===== config.mk =====
export PLATFORM = sky130hd
export DESIGN_NAME = serial_add_ctrl
export DESIGN_NICKNAME = d
export VERILOG_FILES = /design/src/rtl/serial_add_pkg.sv /design/src/rtl/full_adder_structural.sv /design/src/rtl/half_adder_structural.sv /design/src/rtl/serial_add_ctrl.sv
export SDC_FILE = /design/constraint.sdc
export NUM_CORES = 1
export LEC_CHECK = 0
export ABC_AREA = 1
export CORE_UTILIZATION = 30
export DETAILED_ROUTE_END_ITERATION = 8
export PLACE_DENSITY = 0.6
export SYNTH_ARGS = -nofsm -noshare
export SYNTH_HDL_FRONTEND = slang
export SYNTH_SLANG_ARGS = --single-unit

===== constraint.sdc =====
create_clock -name clk -period 2 [get_ports clk]
set_input_delay 0.3 -clock clk [delete_from_list [all_inputs] [get_ports clk]]
set_output_delay 0.3 -clock clk [all_outputs]
set_load 0.05 [all_outputs]

===== src/rtl/serial_add_pkg.sv =====
// Shared definitions for the bit-serial adder controller.
package serial_add_pkg;

    typedef enum logic [1:0] {
        ST_IDLE = 2'b00,
        ST_RUN  = 2'b01,
        ST_DONE = 2'b10
    } state_e;

    // Bit counter width, never below one bit (WIDTH=1 still needs a flop).
    function automatic int unsigned cnt_w(input int unsigned width);
        return (width <= 2) ? 1 : $clog2(width);
    endfunction

endpackage


===== src/rtl/full_adder_structural.sv =====
// Gate-level full adder built from two half adders.
module full_adder_structural (
    input  logic a,
    input  logic b,
    input  logic carry_in,
    output logic sum,
    output logic carry_out
);

    logic s0;
    logic c0;
    logic c1;

    half_adder_structural u_ha0 (
        .a     (a),
        .b     (b),
        .sum   (s0),
        .carry (c0)
    );

    half_adder_structural u_ha1 (
        .a     (s0),
        .b     (carry_in),
        .sum   (sum),
        .carry (c1)
    );

    or g_cout (carry_out, c0, c1);

endmodule


===== src/rtl/half_adder_structural.sv =====
// Gate-level half adder.
module half_adder_structural (
    input  logic a,
    input  logic b,
    output logic sum,
    output logic carry
);

    xor g_sum   (sum, a, b);
    and g_carry (carry, a, b);

endmodule


===== src/rtl/serial_add_ctrl.sv =====
// Bit-serial adder: one full-adder cell reused LSB first, one bit per clock,
// with valid/ready request and response handshakes.
module serial_add_ctrl
    import serial_add_pkg::*;
#(
    parameter int unsigned WIDTH = 8
) (
    input  logic             clk,
    input  logic             rst_n,
    input  logic             req_valid,
    output logic             req_ready,
    input  logic [WIDTH-1:0] req_a,
    input  logic [WIDTH-1:0] req_b,
    input  logic             req_cin,
    output logic             rsp_valid,
    input  logic             rsp_ready,
    output logic [WIDTH-1:0] rsp_sum,
    output logic             rsp_cout,
    output logic             busy
);

    localparam int unsigned     CntW    = cnt_w(WIDTH);
    localparam logic [CntW-1:0] CntLast = CntW'(WIDTH - 1);

    state_e            state_q;
    logic [WIDTH-1:0]  a_sh_q;
    logic [WIDTH-1:0]  b_sh_q;
    logic [WIDTH-1:0]  sum_sh_q;
    logic [WIDTH-1:0]  sum_sh_d;
    logic              carry_q;
    logic [CntW-1:0]   cnt_q;
    logic              fa_sum;
    logic              fa_cout;

    full_adder_structural u_fa (
        .a         (a_sh_q[0]),
        .b         (b_sh_q[0]),
        .carry_in  (carry_q),
        .sum       (fa_sum),
        .carry_out (fa_cout)
    );

    // New sum bit enters at the MSB so the result is aligned after WIDTH shifts.
    always_comb begin
        sum_sh_d            = sum_sh_q >> 1;
        sum_sh_d[WIDTH-1]   = fa_sum;
    end

    always_ff @(posedge clk or negedge rst_n) begin
        if (!rst_n) begin
            state_q  <= ST_IDLE;
            a_sh_q   <= '0;
            b_sh_q   <= '0;
            sum_sh_q <= '0;
            carry_q  <= 1'b0;
            cnt_q    <= '0;
        end else begin
            unique case (state_q)
                ST_IDLE: begin
                    if (req_valid) begin
                        a_sh_q   <= req_a;
                        b_sh_q   <= req_b;
                        carry_q  <= req_cin;
                        sum_sh_q <= '0;
                        cnt_q    <= '0;
                        state_q  <= ST_RUN;
                    end
                end
                ST_RUN: begin
                    a_sh_q   <= a_sh_q >> 1;
                    b_sh_q   <= b_sh_q >> 1;
                    sum_sh_q <= sum_sh_d;
                    carry_q  <= fa_cout;
                    // Counter holds on the last bit so it never exceeds WIDTH-1.
                    if (cnt_q == CntLast) begin
                        state_q <= ST_DONE;
                    end else begin
                        cnt_q <= cnt_q + CntW'(1);
                    end
                end
                ST_DONE: begin
                    if (rsp_ready) begin
                        state_q <= ST_IDLE;
                    end
                end
                default: state_q <= ST_IDLE;
            endcase
        end
    end

    assign req_ready = (state_q == ST_IDLE);
    assign rsp_valid = (state_q == ST_DONE);
    assign busy      = (state_q != ST_IDLE);
    // Result is masked outside DONE so no partial sum is ever visible.
    assign rsp_sum   = (state_q == ST_DONE) ? sum_sh_q : '0;
    assign rsp_cout  = (state_q == ST_DONE) ? carry_q : 1'b0;

endmodule


==> results.md <==
- Clock latency on the worst-skew pair: ~280 ps
- Leading post-synthesis cells by cell area: dfrtp_1, nand2_1, nand3_1
- RR Endpoint: b_sh_q[6]
- Crit path max fanout: 11
- Clk buf depth: 2
- PortBufs: 32
- Post-synthesis sequential area ratio: 0.482
- Post-synth top area share: 0.482
- WP data arrival: approximately 1400 ps
- Tot GR Track Use: 0.144
- Worst Setup Path Type: flop to output port
- RSZ-0062 raised after global routing: false
- Final antenna-violating net count: 0
- Drc violations: 0
- Initial DRC Count: a little under 90
- Initial antenna violation count: 0
- Clk slew on worst S/H paths: 60 ps
- Flop pwr share: 0.350
- Crit-path cells: nand2_1 -> nor2_1 -> buf_12
- N_diodes: 0
- FP Rows: 25
- Post-synth EDFFs: 0
- Setup slack, reg-to-reg: roughly 570 ps
- Number of synthesized register bits: 30
- Syn Nets: 224
- Post-CTS resize count: 0
- First drt pass iteration count: 4
- # setup viols final: 0
- Hold Fails Final Rpt: 0
- Share of total power in the clock network: 0.206
- CTS H-tree lvls: 2
- Post-route setup TNS: 0 ps
- Largest net degree at the start of global routing: 31
- Post-synth top cells: nand2_1, dfrtp_1, nand3_1
- Met3 Track Usage GR: 0.0325
- Slew @ Worst Pin: 409 ps
- Met1 Usage GRT: 0.192
- Status: finished clean
- Final Cycle Share: 0.854
- Die area: around 5500 um2
- Num CTS Buffers: 5
- Total gr overflow: 0
- Ys flop type: dfrtp_1
- Slowest stage cell, crit path: dfrtp_1
- Fraction of layout cells with a size suffix above 1: 0.119
- Final min period: 1710 ps
- Final Util: 0.415
- Worst Setup End Kind: output port
- Clock Sinks: 30
- Wire length after detailed routing: between 3000 and 4000 um
- Leak pwr: between 0.001 and 0.0015 uW
- Synth warn: 0
- Final HPWL DP: 2210 um
- Peak Freq: 0.586 GHz
- DP Cell Count: between 200 and 300
- Mapped cell area: between 1500 and 2000 um2
- Final Net Count: about 260
- Psw: between 1000 and 1500 uW
- DR WL/cell: around 11 um
- Yosys top cell by area: dfrtp_1
- # hold bufs at CTS: 0
- Vias per inst: around 4.4
- Worst setup margin: slightly below 300 ps
- Sw Share: 0.405
- Gpl congestion: between 0.7 and 0.8
- Initial core utilization: 0.322
- Post-CTS setup buffer count: 0
- Slew margin rel.: 0.727
- Layout Area Growth over Synthesis: 29.1%
- Startpoint types: flop
- First-pass GRT wire length: 5890 um
- Met2 usage: 0.217
- Crit-path max cell delay: 420 ps
- P_int: 1720 uW
- Async set-or-reset flop fraction in the synthesized netlist: 1.00
- Register-to-Register Path Depth: 6
- Filler Cell Count: approximately 500
- Syn avg cell area: 7.79 um2
- Clock skew: ~4.9 ps
- Vias in the first global route: ~1,300
- FF-to-FF Start: state_q[1]
- Logic pwr share: 0.444
- Layout Cells excl Fill: ~300
- Post-place setup slack: approximately 440 ps
- CTS tree: built
- Root buffer cell: clkbuf_8
- Worst Hold Class: primary input to asynchronous set/reset pin
- Core Region: 4850 um2
- # IOs: 33
- Synth unique cells: 20
- Peak VDD IR: between 0.0009 and 0.001 V
- PD cells: roughly 1400 nW/um2
- Synthesized instance count: 200
- Count leader, synth: nand2_1
- Fin. max-slew vios: 0
- Die height: 74.1 um
- Die X: 74.1 um
- Max Cap Viol: 0
- Worst Path Required: ~1700 ps
- Most Crowded Layer GR: met2
- Total number of vias: 1,315
[power by group through the flow]
stage | Sequential (uW) | Clock, uW | Combinational, uW
2_1_floorplan | 1000 | 0 | 1030
3_3_place_gp | 1020 | 0 | 1270
3_5_place_dp | 1020 | 0 | 1300
4_1_cts | 1010 | 614 | 1300
5_1_grt | 1040 | 639 | 1500
6_report | 1010 | 597 | 1280
[layout make-up]
type	instances	area, um2	share of cell area
repair buffers	36	358	0.178
clock buffers	7	76.3	0.0379
flip-flops and latches	30	751	0.373
well taps	67	83.8	0.0416
inverters	20	77.6	0.0385
multi-input cells	141	637	0.316
clock inverters	1	30.0	0.0149
[registers in the layout, summed over array words and instances, names as in the netlist]
signal / flops
b_sh_q: 8
sum_sh_q: 8
a_sh_q: 8
cnt_q: 3
state_q: 2
carry_q: 1
[how the worst max path moves through the flow]
stage	start	to	slack [ps]	cells past startpoint
after detailed placement	req_valid	sum_sh_q[7]	440	5
after global routing	state_q[1]	rsp_cout	180	3
after CTS	state_q[1]	rsp_cout	260	3
after floorplan	state_q[0]	rsp_cout	190	5
after global placement	req_valid	sum_sh_q[0]	500	5
final	state_q[1]	rsp_cout	290	3
[critical path, delay by kind of cell (launching register included)]
kind | cells | cell delay (ps)
and+or+nand+nor | 2 | 530
buffers and inverters | 1 | 170
DFF | 1 | 420
[cell families (layout without fill, tap and decap cells)]
logic type / count (synthesis) / in the layout / synth area share
AO/OA/AOI/OAI: 10 / 10 / 0.0401
buffers and inverters: 29 / 64 / 0.110
flip-flops: 30 / 30 / 0.482
adder cells (fa/ha/maj): 3 / 3 / 0.0289
AND/OR/NAND/NOR: 128 / 128 / 0.339
[stage by stage]
stage	instance area, um2	hold WS [ps]	total power, uW
2_1_floorplan	1560	4.41	2030
3_3_place_gp	1910	457	2300
3_5_place_dp	1910	461	2320
4_1_cts	2010	415	2930
5_1_grt	2010	456	3180
6_report	2010	403	2890
[routing by layer]
| metal | wire (um) | share of wire |
|---|---|---|
| met1 | 1600 | 0.48 |
| met2 | 1510 | 0.45 |
| met3 | 151 | 0.045 |
| met4 | 71 | 0.021 |
| met5 | 0 | 0 |
[placed cells by master (no fill, tap or decap), drive strengths merged]
cell type / netlist / routed
buf: 9 / 16
bufinv: 0 / 1
clkbuf: 0 / 7
clkdlybuf4s50: 0 / 20
dfrtp: 30 / 30
fa: 1 / 1
ha: 2 / 2
inv: 20 / 20
nand2: 96 / 96
nand3: 21 / 21
nand4: 1 / 1
nor2: 10 / 10
o21ai: 9 / 9
o22ai: 1 / 1
(Power assumes the default switching activity.)
==> variant 1, RTL diff (config.mk and constraints unchanged) <==
The 3 states of `state_e` get a one-hot encoding in 3 bits.
--- a/src/rtl/serial_add_pkg.sv
+++ b/src/rtl/serial_add_pkg.sv
@@ -3,6 +3,6 @@
 
-    typedef enum logic [1:0] {
-        ST_IDLE = 2'b00,
-        ST_RUN  = 2'b01,
-        ST_DONE = 2'b10
+    typedef enum logic [2:0] {
+        ST_IDLE = 3'b001,
+        ST_RUN  = 3'b010,
+        ST_DONE = 3'b100
     } state_e;
Behaviour: no difference found for any inputs over 10 cycles, from zero or initial values and one cycle with rst_n low; not proved beyond that.
==> variant 1 against the unedited design <==
Sequential cell count rose by 1. Area after synthesis is 4.2% higher. Register-to-register slack worse by 0.11 ns. First-iteration DRC count shrank 16%. Setup slack worse by 0.13 ns. Total power decreased by 10%. Cell area grew 7.5%. Wire length shrank 2.6%.
==> variant 1: results (changes against the unedited design) <==
Clock tree
  • Resize count post-CTS: 0 (unchanged)

Worst setup path
  • Reg2Reg Depth: 5 (-1)
  • R2r endpoint: sum_sh_q[5]
  • Max FO, Critical Path: 10 (-1)
  • FF-to-FF Start: state_q[0]
  • Reg2Reg Setup Slack: 0.46 ns (-0.11 ns)

Drt
  • Total Wirelength: 3240 um (-2.6%)
  • WL met3: 126 um (-17%)
  • Vias per Instance: 4.19 (-3.8%)
  • Routed length on met2: 1540 um (+2.5%)

STA
  • Worst Skew: 0.00309 ns (-0.00181 ns)

Synth
  • Synth Net Count: 235 (+4.9%)
  • Sequential area share after synthesis: 47.8% (-0.31 points)
  • Synth cell types: 19 (-5.0%)
  • Synth top area cells: dfrtp_1 46%, nand2_1 22%, inv_1 4.9%, o21ai_0 4.0%, nor2_1 3.5%
  • Synth cell count leaders: 97 x nand2_1, 30 x dfrtp_1, 21 x inv_1

Cells and area
  • Share of post-route cells with drive strength above 1: 13.4% (+1.5 points)
  • Fillers: 523 (+1.9%)
  • Nets@finish: 269 (+4.3%)

GRT
  • Vias in the first global route: 1337 (+1.3%)
  • Largest net degree at the start of global routing: 32 (+3.2%)
  • Global-route wire length before repair: 5760 um (-2.1%)
  • Overall Global Routing Usage: 13.6% (-0.76 points)

Placement
  • HPWL after detailed placement: 2390 um (+8.4%)
  • Final Wtd Congestion: 0.794 (+8.3%)

Outcome
  • Outcome: finished, final reports clean

Pwr
  • Lkg Pwr: 1.09 nW (+3.2%)
[variant 1: cell count changes after synthesis, moves of 3 or more]
cell,unedited run,this run
buf_4,3,0
inv_1,18,21
nand2_2,0,5
nand3_1,20,9
nor2_1,9,15
o21ai_0,5,13
o21ai_1,3,0
[variant 1: kinds of logic after synthesis]
family | after synthesis | share of synthesized area [%]
simple gates | 132 | 34.7
flops | 31 | 47.8
fa+ha+maj | 3 | 2.77
compound gates | 15 | 4.93
buf+inv | 30 | 9.78
[variant 1: worst max-delay path: stages, from the launching register on]
cell	delay [ns]
dfrtp_1	0.46
nor2_1	0.16
nand2_1	0.21
nor2_1	0.25
buf_12	0.17
[variant 1: report_power, final]
group / internal, mW / leakage (nW) / total [mW] / switching, mW
logic: 0.379 / 0.647 / 1.11 / 0.732
registers: 0.875 / 0.401 / 1.02 / 0.144
clock network: 0.247 / 0.0395 / 0.463 / 0.217
[variant 1: through the flow]
stage,instances,setup slack [ns],hold WS (ns),area [um^2]
after floorplan,211,0.0836,0.00441,1620
after global placement,308,0.458,0.455,2080
after detailed placement,308,0.444,0.460,2080
after CTS,316,0.133,0.427,2160
after global routing,316,0.0000667,0.462,2160
final,316,0.165,0.411,2160
[variant 1: how the worst min path moves through the flow]
stage,start,to
after floorplan,rst_n,a_sh_q[0]
after global placement,a_sh_q[0],a_sh_q[0]
after detailed placement,a_sh_q[0],a_sh_q[0]
after CTS,rst_n,state_q[1]
after global routing,rst_n,state_q[2]
final,rst_n,state_q[1]
[variant 1: cell type report]
class / instances / area share (%)
clock buffers: 8 / 3.70
inverters: 23 / 4.10
multi-input cells: 150 / 31.8
flip-flops and latches: 31 / 35.9
well taps: 70 / 4.05
repair buffers: 34 / 20.5
[variant 1: per-layer routing]
metal  vias up  global-route usage (%)
met5         -                       0
met4         0                    4.94
met3         5                    3.70
met2        24                    22.7
met1       593                    17.0
li1        702                       -
==> variant 2, RTL diff (same flow settings) <==
Without the edit above. Change the parameter `WIDTH` from 8 to 10.
--- a/src/rtl/serial_add_ctrl.sv
+++ b/src/rtl/serial_add_ctrl.sv
@@ -5,3 +5,3 @@
 #(
-    parameter int unsigned WIDTH = 8
+    parameter int unsigned WIDTH = 10
 ) (
Interface: changed (resized req_a, req_b and rsp_sum); port bits go from 33 to 39. No check against the original RTL was run, so the function may have changed too.
==> variant 2 against the unedited design <==
Wire length grew 15%. Cell area grew 25%. Area after synthesis grew 18%. Fmax shrank 11%. Setup slack lost 0.22 ns. Sequential cell count grew 7. Combinational power grew 11%. Total power grew 11%. Highest routed layer unchanged.
==> variant 2: results (changes against the unedited design) <==
Drt
  • Vias per Instance: 4.24 (-2.6%)
  • DRT iter0 DRCs: 153 (+72%)
  • Total Wirelength: 3830 um (+15%)

Worst setup path
  • R2r endpoint: cnt_q[0]
  • Reg2Reg Depth: 6 (unchanged)
  • Critical path startpoint: state_q[0]
  • Max FO, Critical Path: 4 (-7)
  • Critical Path Sink: busy
  • FF-to-FF Start: cnt_q[0]
  • Reg2Reg Setup Slack: 0.81 ns (+0.24 ns)

GRT
  • Initial antenna violation count: 0 (unchanged)
  • Largest net degree at the start of global routing: 27 (-13%)
  • Overall Global Routing Usage: 13.2% (-1.1 points)
  • Vias in the first global route: 1445 (+9.5%)
  • Global-route wire length before repair: 6500 um (+10%)

Clock tree
  • Root buffer cell: clkbuf_8
  • H-tree levels: 2 (unchanged)
  • Resize count post-CTS: 0 (unchanged)

Floorplanning
  • Number of placement rows: 28 (+12%)

Synth
  • Post-Synth XOR/XNOR Area: 0.477% (+0.48 points)
  • Synth cell count leaders: 142 x nand2_1, 37 x dfrtp_1, 21 x inv_1
  • Sequential area share after synthesis: 50.5% (+2.3 points)
  • Adder-cell share of the synthesized area: 2.46% (-0.43 points)
  • Synth cell types: 18 (-10%)
  • Post-synth ARST share: 100% (unchanged)
  • Synth top area cells: dfrtp_1 50%, nand2_1 29%, inv_1 4.3%, o21ai_0 2.7%, nor2_1 2.5%
  • Compound-cell area share of the yosys netlist: 3.55% (-0.47 points)
  • Synth Net Count: 281 (+25%)

Pwr
  • Lkg Pwr: 1.31 nW (+24%)
  • Maximum VDD drop: 0.924 mV (-3.2%)

Flow run
  • MaxCap Viol Count: 0 (unchanged)

Placement
  • Final Wtd Congestion: 0.715 (-2.4%)
  • Placed Area: 2430 um^2 (+27%)
  • PortBufs: 38 (+19%)
  • HPWL after detailed placement: 2740 um (+24%)

STA
  • Worst-margin pin slew: 0.586 ns (+0.177 ns)
  • Worst Skew: 0.00271 ns (-0.00218 ns)

Cells and area
  • Fillers: 607 (+18%)
  • Share of post-route cells with drive strength above 1: 11.8% (-0.091 points)
  • Nets@finish: 324 (+26%)
  • Diode count: 0 (unchanged)
  • Top Registers: a_sh_q (10), b_sh_q (10), sum_sh_q (10)

Outcome
  • Outcome: finished, final reports clean
-- variant 2: cell types whose count changed after synthesis, moves of 5 or more --
cell / unedited run / this run
buf_2: 0 / 7
nand2_1: 95 / 142
nand3_1: 20 / 8
dfrtp_1: 30 / 37
o21ai_0: 5 / 10
buf_6: 5 / 0
-- variant 2: layout make-up --
class | count | share of cell area [%]
flip-flops and latches | 37 | 36.8
multi-input cells | 181 | 30.3
inverters | 25 | 3.73
clock buffers | 7 | 3.43
repair buffers | 46 | 22.0
well taps | 75 | 3.73
-- variant 2: worst min-delay path by stage --
| stage | cells after the start | end | startpoint |
|---|---|---|---|
| after floorplan | 0 | a_sh_q[0] | rst_n |
| after global placement | 1 | sum_sh_q[2] | rst_n |
| after detailed placement | 1 | sum_sh_q[2] | rst_n |
| after CTS | 1 | sum_sh_q[6] | rst_n |
| after global routing | 1 | sum_sh_q[6] | rst_n |
| final | 1 | sum_sh_q[2] | rst_n |
-- variant 2: report_power, final --
part / internal [mW] / switching [mW]
sequential: 1.08 / 0.196
combinational: 0.516 / 0.901
clock: 0.273 / 0.247
-- variant 2: per-layer routing --
layer / wire (um) / track usage, % / vias to the layer above
met3: 152 / 3.18 / 7
li1: - / - / 834
met1: 1930 / 17.9 / 700
met4: 60 / 5.36 / 0
met2: 1680 / 20.2 / 32
met5: 0 / 0 / -
-- variant 2: logic make-up after synthesis --
kind of cell / after synthesis
adders and majority gates: 3
and+or+nand+nor: 165
xor gates and xnor gates: 1
DFF: 37
buffers and inverters: 35
AOI/OAI and AO/OA: 12
-- variant 2: through the flow --
stage          utilization [%]  worst slack [ns]  instances  power [mW]  hold WS (ns)
2_1_floorplan                -            0.0258        253        2.32       0.00441
3_3_place_gp              41.0             0.379        364        2.70         0.325
3_5_place_dp              41.0             0.377        364        2.72         0.336
4_1_cts                   42.5            0.0570        371        3.25        0.0240
5_1_grt                   42.5            0.0151        371        3.54        0.0532
6_report                  42.5            0.0770        371        3.21        0.0105
-- variant 2: critical path, stage by stage (launching register included) --
cell and delay [ns]:
dfrtp_1 0.41, nor2_1 0.08, inv_1 0.05, clkdlybuf4s50_1 0.79
